File: src/rtl/fpop_pkg.sv
// fpop_pkg: operator latency constants and tag type shared by the fpop arbiter
package fpop_pkg;
  localparam int FPOP_RI = 0;
  localparam int FPOP_RO = 1;
  localparam int FPOP_RP_ADD = 2;
  localparam int FPOP_RP_MUL = 1;
  localparam int FPOP_IDW = 4;
  function automatic int fpop_lat(input int ri, input int rp, input int ro);
    return ri + rp + ro;
  endfunction
  localparam int FPOP_LAT_ADD = fpop_lat(FPOP_RI, FPOP_RP_ADD, FPOP_RO);
  localparam int FPOP_LAT_MUL = fpop_lat(FPOP_RI, FPOP_RP_MUL, FPOP_RO);
  typedef struct packed {
    logic vld;
    logic [FPOP_IDW-1:0] id;
  } fpop_tag_t;
endpackage

File: src/rtl/fpop_arb_if.sv
// fpop_arb_if: requester, operator and result signals of the shared fp operator
interface fpop_arb_if #(parameter int DW = 32, parameter int NR = 4);
  localparam int TW = NR > 1 ? $clog2(NR) : 1;
  logic [NR-1:0] req_vld;
  logic [NR-1:0] req_rdy;
  logic [NR*DW-1:0] req_x;
  logic [NR*DW-1:0] req_y;
  logic op_ena;
  logic [DW-1:0] op_x;
  logic [DW-1:0] op_y;
  logic [DW-1:0] op_r;
  logic res_vld;
  logic [TW-1:0] res_id;
  logic [DW-1:0] res_r;
  logic res_rdy;
  logic busy;
  modport master(output req_vld, req_x, req_y, op_r, res_rdy,
                 input req_rdy, op_ena, op_x, op_y, res_vld, res_id, res_r, busy);
  modport slave(input req_vld, req_x, req_y, op_r, res_rdy,
                output req_rdy, op_ena, op_x, op_y, res_vld, res_id, res_r, busy);
endinterface

File: src/rtl/fpop_arb_rr_arb.sv
// rr_arb: NR-way round-robin arbiter, first requester at or above ptr wins
module rr_arb #(
  parameter int NR = 4,
  localparam int TW = NR > 1 ? $clog2(NR) : 1
) (
  input  logic [NR-1:0] req,
  input  logic [TW-1:0] ptr,
  input  logic          en,
  output logic [NR-1:0] gnt,
  output logic [TW-1:0] gnt_id
);
  always_comb begin
    gnt = '0;
    gnt_id = '0;
    for (int k = NR - 1; k >= 0; k--) begin
      if (en && req[(int'(ptr) + k) % NR]) begin
        gnt = NR'(1) << ((int'(ptr) + k) % NR);
        gnt_id = TW'((int'(ptr) + k) % NR);
      end
    end
  end
endmodule

File: src/rtl/fpop_arb.sv
// fpop_arb: round-robin sharing of one pipelined fp operator with a tag pipeline
module fpop_arb
  import fpop_pkg::*;
#(
  parameter int DW = 32,
  parameter int NR = 4,
  parameter int LAT = 2,
  localparam int TW = NR > 1 ? $clog2(NR) : 1
) (
  input logic clk,
  input logic rst,
  fpop_arb_if.slave bus
);
  logic stall;
  logic any;
  logic [TW-1:0] ptr;
  logic [TW-1:0] gid;
  fpop_tag_t tag [LAT];
  assign stall = bus.res_vld & ~bus.res_rdy;
  assign bus.op_ena = ~stall & ~rst;
  rr_arb #(.NR(NR)) u_arb (
    .req(bus.req_vld),
    .ptr(ptr),
    .en(bus.op_ena),
    .gnt(bus.req_rdy),
    .gnt_id(gid)
  );
  assign any = |bus.req_rdy;
  assign bus.op_x = any ? bus.req_x[int'(gid)*DW +: DW] : '0;
  assign bus.op_y = any ? bus.req_y[int'(gid)*DW +: DW] : '0;
  always_ff @(posedge clk) begin
    if (rst) ptr <= '0;
    else if (any) ptr <= (int'(gid) == NR - 1) ? '0 : gid + 1'b1;
  end
  // tags advance in lockstep with the operator registers so ids stay aligned with op_r
  always_ff @(posedge clk) begin
    if (rst) begin
      for (int i = 0; i < LAT; i++) tag[i] <= '0;
    end else if (bus.op_ena) begin
      tag[0] <= fpop_tag_t'{vld: any, id: FPOP_IDW'(gid)};
      for (int i = 1; i < LAT; i++) tag[i] <= tag[i-1];
    end
  end
  always_comb begin
    bus.busy = 1'b0;
    for (int i = 0; i < LAT; i++) bus.busy = bus.busy | tag[i].vld;
  end
  assign bus.res_vld = tag[LAT-1].vld;
  assign bus.res_id = tag[LAT-1].id[TW-1:0];
  assign bus.res_r = bus.op_r;
endmodule

File: src/flat_wrapper.sv
// flat-port wrapper written by rule: the top's interface ports become plain ports
module fpop_arb_flat import fpop_pkg::*;
#(
  parameter int DW = 32,
  parameter int NR = 4,
  parameter int LAT = 2,
  localparam int TW = NR > 1 ? $clog2(NR) : 1
)
  (clk, rst, bus_req_vld, bus_req_x, bus_req_y, bus_op_r, bus_res_rdy, bus_req_rdy, bus_op_ena, bus_op_x, bus_op_y, bus_res_vld, bus_res_id, bus_res_r, bus_busy);
  fpop_arb_if #(.DW(DW), .NR(NR)) bus_i ();
  input logic clk;
  input logic rst;
  input wire logic [$bits(bus_i.req_vld)-1:0] bus_req_vld;
  input wire logic [$bits(bus_i.req_x)-1:0] bus_req_x;
  input wire logic [$bits(bus_i.req_y)-1:0] bus_req_y;
  input wire logic [$bits(bus_i.op_r)-1:0] bus_op_r;
  input wire logic [$bits(bus_i.res_rdy)-1:0] bus_res_rdy;
  output wire logic [$bits(bus_i.req_rdy)-1:0] bus_req_rdy;
  output wire logic [$bits(bus_i.op_ena)-1:0] bus_op_ena;
  output wire logic [$bits(bus_i.op_x)-1:0] bus_op_x;
  output wire logic [$bits(bus_i.op_y)-1:0] bus_op_y;
  output wire logic [$bits(bus_i.res_vld)-1:0] bus_res_vld;
  output wire logic [$bits(bus_i.res_id)-1:0] bus_res_id;
  output wire logic [$bits(bus_i.res_r)-1:0] bus_res_r;
  output wire logic [$bits(bus_i.busy)-1:0] bus_busy;
  assign bus_i.req_vld = bus_req_vld;
  assign bus_i.req_x = bus_req_x;
  assign bus_i.req_y = bus_req_y;
  assign bus_i.op_r = bus_op_r;
  assign bus_i.res_rdy = bus_res_rdy;
  assign bus_req_rdy = bus_i.req_rdy;
  assign bus_op_ena = bus_i.op_ena;
  assign bus_op_x = bus_i.op_x;
  assign bus_op_y = bus_i.op_y;
  assign bus_res_vld = bus_i.res_vld;
  assign bus_res_id = bus_i.res_id;
  assign bus_res_r = bus_i.res_r;
  assign bus_busy = bus_i.busy;
  fpop_arb #(.DW(DW), .NR(NR), .LAT(LAT)) u_core (.clk(clk), .rst(rst), .bus(bus_i));
endmodule
File: config.mk
export PLATFORM = sky130hd
export DESIGN_NAME = fpop_arb_flat
export DESIGN_NICKNAME = d
export VERILOG_FILES = /design/src/rtl/fpop_pkg.sv /design/src/rtl/fpop_arb_if.sv /design/src/rtl/fpop_arb_rr_arb.sv /design/src/rtl/fpop_arb.sv /design/src/flat_wrapper.sv
export SDC_FILE = /design/constraint.sdc
export NUM_CORES = 1
export LEC_CHECK = 0
export BUFFER_PORTS_ARGS = -buffer_cell sky130_fd_sc_hd__clkbuf_2
export CAP_MARGIN = 15
export CORE_AREA = 2 2 154 156
export DETAILED_ROUTE_END_ITERATION = 8
export DIE_AREA = 0 0 156 158
export GPL_TIMING_DRIVEN = 0
export SYNTH_ARGS = -nofsm -noshare
export SYNTH_HDL_FRONTEND = slang
export SYNTH_SLANG_ARGS = --single-unit
File: constraint.sdc
create_clock -name clk -period 3.7 [get_ports clk]
set_input_delay 0.74 -clock clk [delete_from_list [all_inputs] [get_ports clk]]
set_output_delay 0.74 -clock clk [all_outputs]
set_load 0.02 [all_outputs]
After elaboration in Yosys (flattened, before gate mapping):

Memories as Yosys holds them, arrays and structs flattened.
Cells that the tools add are included.

* register bits: 2
* latch bits: 0
* RAM bits: 10
* memory bits (read-only): 0
* bits of input ports: 295
* output and inout bits: 105
* logic and storage cells: 65
* memories: 1

* add/subtract/negate cells: 4
* multipliers: 0
* divide/modulo/power cells: 0
* $lt $le $gt $ge: 4
* eq/ne operators: 1
* shift operators: 6
* mux-type cells: 29
* bitwise gates (word level): 11
* reductions and logical operators: 8

Memories
* u_core.tag: depth 2, bits a word 5, read ports 2, clocked after Yosys merged registers in 0, wr ports 2, RTL line fpop_arb.sv:18 `fpop_tag_t tag [LAT];`

Operator list (number)
* 128-bit by 8-bit indexed part select with 32-bit output: 2
* 1-bit by 32-bit << shifter with 4-bit output (first input constant): 3
* 32-bit two-way mux: 2
* 4-bit two-way mux: 4
* 3-bit by 4-bit < comparator with 1-bit output (second input constant): 3
* 1-bit two-way mux: 12
* 2-bit two-way mux: 5
* 5-bit two-way mux: 2
* 1-bit binary-select mux with 2-bit select: 4
* 2-bit OR reduction: 3
* 2-bit by 1-bit adder with 2-bit output (second input constant): 2
* 2-bit adder (second input constant): 2
* 1-bit logical AND: 4
* 4-bit OR reduction: 1
* 1-bit by 2-bit << shifter with 4-bit output (first input constant): 1
* 1-bit bitwise AND (first input constant): 3
* 2-bit by 3-bit < comparator with 1-bit output (second input constant): 1
* 1-bit inverter: 3
* 1-bit OR: 3
* 1-bit bitwise AND: 2
* 2-bit by 1-bit equality test with 1-bit output (second input constant): 1

Depth between registers and ports, before layout:

* depth after elaboration: 13
* mapped depth: 13
* depth with buffers taken out: 9

Cells and area by module:

From an unflattened synthesis, not the netlist that was laid out.

* cell total of the unflattened synthesis: 285
* area, all modules: 3151.8 um^2

Modules (own cells, without submodules)
* fpop_arb: instances 1, cells an instance 208, area each 2587.5 um^2, seq. area each 220.2 um^2
* rr_arb: instances 1, cells an instance 77, area each 564.3 um^2, seq. area each 0.0 um^2

Worst setup path before layout:

No wires, ideal clock.

* kind: reg2out
* from: register u_core.ptr[0]
* to: output port bus_op_y[10]
* data arrival time: 3.121 ns
* required time: 2.960 ns
* slack: -0.161 ns
* stages on the path, launching flop included: 12
* path buffers: 4
* cell sequence: dfxtp_1 buf_6 inv_1 ha_1 clkbuf_1 mux4_2 a211o_1 nand2_2 buf_4 clkbuf_1 nand2_1 a311oi_1

* word-level cells in the longest chain between the ends: 11
* elaborated cells between the ends (all ways): 39
* classes of those cells: add/sub (3); shift (5); mux (20); bitwise (3); reduce/logical (8)

Ends and longest elaborated chain
* start, declared: RTL line fpop_arb.sv:16 `logic [TW-1:0] ptr;`
* start signal, assigned: RTL line fpop_arb.sv:33 `else if (any) ptr <= (int'(gid) == NR - 1) ? '0 : gid + 1'b1;`
* 2-bit adder: RTL line fpop_arb_rr_arb.sv:16, fpop_arb_rr_arb.sv:17, fpop_arb_rr_arb.sv:18
* 1-bit binary-select mux with 2-bit select: RTL line fpop_arb_rr_arb.sv:16 `if (en && req[(int'(ptr) + k) % NR]) begin`
* 1-bit two-way mux (implied by the code) (2 in series): RTL line fpop_arb_rr_arb.sv:16
* 1-bit logical AND: RTL line fpop_arb_rr_arb.sv:16
* 2-bit two-way mux / 4-bit two-way mux (equally long branches) (4 in series): RTL line fpop_arb_rr_arb.sv:16
* 128-bit by 8-bit indexed part select with 32-bit output / 4-bit OR reduction (equally long branches): RTL line fpop_arb.sv:30, fpop_arb.sv:28
* 32-bit two-way mux *: RTL line fpop_arb.sv:30 `assign bus.op_y = any ? bus.req_y[int'(gid)*DW +: DW] : '0;`
* end, declared: RTL line flat_wrapper.sv:21 `output wire logic [$bits(bus_i.op_y)-1:0] bus_op_y;`

Every way passes the cells marked *; elsewhere a longest branch is shown, timed or not. The select of a mux whose other input is x is not followed.

Worst setup path in the final report:

* from: input port bus_req_vld[3]
* to: output port bus_op_x[5]

* word-level cells in the longest chain between the ends: 10
* elaborated cells between the ends (all ways): 26
* classes of those cells: shift (1); mux (20); reduce/logical (5)

Ends and longest elaborated chain
* start, declared: RTL line flat_wrapper.sv:13 `input wire logic [$bits(bus_i.req_vld)-1:0] bus_req_vld;`
* 1-bit binary-select mux with 2-bit select: RTL line fpop_arb_rr_arb.sv:16
* 1-bit two-way mux (implied by the code) (2 in series): RTL line fpop_arb_rr_arb.sv:16
* 1-bit logical AND: RTL line fpop_arb_rr_arb.sv:16
* 2-bit two-way mux / 4-bit two-way mux (equally long branches) (4 in series): RTL line fpop_arb_rr_arb.sv:16
* 128-bit by 8-bit indexed part select with 32-bit output / 4-bit OR reduction (equally long branches): RTL line fpop_arb.sv:29, fpop_arb.sv:28
* 32-bit two-way mux *: RTL line fpop_arb.sv:29 `assign bus.op_x = any ? bus.req_x[int'(gid)*DW +: DW] : '0;`
* end, declared: RTL line flat_wrapper.sv:20 `output wire logic [$bits(bus_i.op_x)-1:0] bus_op_x;`

Marks and branches as above.

==> impl_metrics.toml <==
[logic_synthesis]
synthFlopType = "edfxtp_1"
synthCells = 507
yosysWarnings = 0
ys_seq_area_share_pct = 5.85
synthMuxAreaShare_pct = 3.19
synth_edf_count = 6
syn_area_sq_um = 3770
synth_async_sr_flop_share_pct = 0
synth-simple-area-share_pct = 28.8
syn_area_per_cell_sq_um = 7.43
synth-seq-cells = 8
synth_compound_area_share_pct = 42.8
synthXorXnorAreaFrac_pct = 0.233
synth_top_family_by_area = "compound AO/OA/AOI/OAI gates"
synth_fa_ha_area_share_pct = 2.66
synth_cell_types = 46
synth_nets = 810

[clock_network]
clock_path_buffers = 2
clkTransAtPathRegs_ps = 40
cts_tree = "done"
clock-sinks = 8
cts_buffers = 3
cts_root_buf = "clkbuf_16"
clkLatencyLatePin_ps = 230
hold_buffers = 0
htreeDepth = 1

[route]
wl_per_cell_microns = 18.9
drt_iter0_markers = 280
first_pass_iters = 6
drc = 0
dr_total_vias = 5663
ant_nets = 0
viasPerCell = 4.68
wirelength_microns = 22900

[timing]
finClkSkew_ps = 5.18
slew_headroom_pct = 67.8
fin_crit_ps = 3860
rsz0062_at_grt = "yes"
max_freq_mhz = 259
finalSetupViolations = 56
worst_pin_slew_ps = 483
holdWs_ps = 505
finalWorstSetupSlack_ps = -159
report.final.slew_viol_count = 0
finalHoldViolCount = 0
fin_setup_tns_ps = -5070
period_share_pct = 104

[critical_path]
r2r_end = "u_core.ptr[0]"
critical_path.reg2reg.startpoint = "u_core.ptr[1]"
cp.arrival_ps = 3120
reg2reg_depth = 13
required_ps = 2960
worst_setup_path_end_kind = "output pin"
start_kind = "input port"
r2r_setup_slack_ps = 830
worst-setup-path-type = "input port to output pin"
cp_max_fo = 10

[die]
initial_core_util_pct = 16.3
die_area_sq_um = 24600
boundaryPins = 400
rows = 56
die_h_microns = 158
dieWidth_microns = 156
coreArea_sq_um = 23100

[hold_path]
hold_start = "u_core.tag[0][0]"
hold_path_class = "flop to flop"
worst_hold_path.endpoint = "u_core.tag[0][5]"
hold_depth = 1

[global_routing]
grt_max_degree = 11
gr-total-overflow = 0
first_global_vias = 5813
grt_use_total_pct = 17.0
grt_pass1_wl_microns = 32700
antenna_found_initial = 0

[finish]
fillers = 2369
drive_above_1_share_pct = 72.5
final_cell_mix = "clkbuf_2 (302), nand2_1 (129), buf_4 (97), and3_1 (64), a211oi_2 (52)"
syn2layout_area_growth_pct = 123
diodes = 0
fin_nets = 1223
fin_util_pct = 36.4
layout_commonest_cell = "clkbuf_2"

[status]
outcome = "finished, violations left"
violations = "negative setup slack"

[power_and_ir_drop]
ir_worst_vdd_uv = 453
p_per_area_nw_per_um2 = 848
leakagePower_nw = 3.93

[place]
portBuffers = 367
hpwl_microns = 17500
gp_congestion = 0.890

[run]
drv_cap = 0
layout make-up:
cell class | count | area [sq um] | area share, %
clock buffer | 4 | 78.8 | 0.940
timing repair buffer | 414 | 2770 | 33.0
buffer | 89 | 903 | 10.8
inverter | 6 | 28.8 | 0.343
sequential | 8 | 225 | 2.68
multi-input combinational | 398 | 4020 | 47.9
tap | 290 | 363 | 4.33
repair_timing:
action                     CTS  global route
gates cloned                 4             2
pin swaps                   13            19
setup buffers               28            14
gates resized for setup    255           126
setup endpoints to repair   65            64
critical path, cell delays in order:
cell,delay (ps)
clkbuf_16,120
mux4_2,520
or3_4,430
nor3_4,170
a211o_1,190
nor3_4,80
buf_12,140
buf_4,130
buf_12,150
a311oi_4,220
clkbuf_8,200
per-layer routing:
metal | up-vias | global-route usage, % | part of all wire (%)
met3 | 22 | 2.57 | 6.2
met5 | - | 0 | 0
met1 | 2675 | 21.0 | 41
li1 | 2728 | - | -
met2 | 238 | 31.4 | 52
met4 | 0 | 3.32 | 1.5
registers in the layout (all words and copies together) (netlist names):
register    flops
u_core.ptr      2
u_core.tag      6
worst max path at each step:
stage | endpoint | slack, ps | startpoint | depth (start not counted)
2_1_floorplan | bus_op_y[0] | -50 | u_core.ptr[0] | 10
3_3_place_gp | bus_op_x[28] | -1040 | u_core.ptr[1] | 11
3_5_place_dp | bus_op_x[28] | -1090 | u_core.ptr[0] | 11
4_1_cts | bus_op_y[25] | -170 | bus_req_vld[3] | 12
5_1_grt | bus_op_y[19] | -230 | bus_req_vld[3] | 11
6_report | bus_op_x[5] | -160 | bus_req_vld[3] | 11
metrics by stage:
stage	area, sq um	setup WS, ps	total power [mW]	instances
final	8390	-159	7.12	1209
after detailed placement	6580	-1090	5.02	1164
after global routing	8390	-229	7.52	1209
after global placement	6580	-1040	4.99	1164
after floorplan	4380	-45.5	3.64	507
after CTS	8070	-169	6.86	1199
power breakdown:
part,switching [mW],internal [mW]
clock network,0.0421,0.144
registers,0.0185,0.145
logic,3.61,3.15
total,3.67,3.44
cells in the mapped netlist, drive strengths merged (4+ instances only):
cell type	n	area (sq um)
a22oi	4	30.0
ha	8	100
o21bai	4	41.3
edfxtp	6	180
and3	66	413
a211oi	67	503
a311oi	64	873
buf	75	523
nor2	5	18.8
clkbuf	20	75.1
nand2	134	505
inv	6	22.5
o21ai	5	25.0
cell families after synthesis:
| family | count (synthesis) |
|---|---|
| AOI/OAI and AO/OA | 157 |
| xor gates and xnor gates | 1 |
| adders and majority gates | 8 |
| buffers and inverters | 101 |
| DFF | 8 |
| muxes | 8 |
| and+or+nand+nor | 224 |
Note: power is estimated with default switching activity, not from simulation.
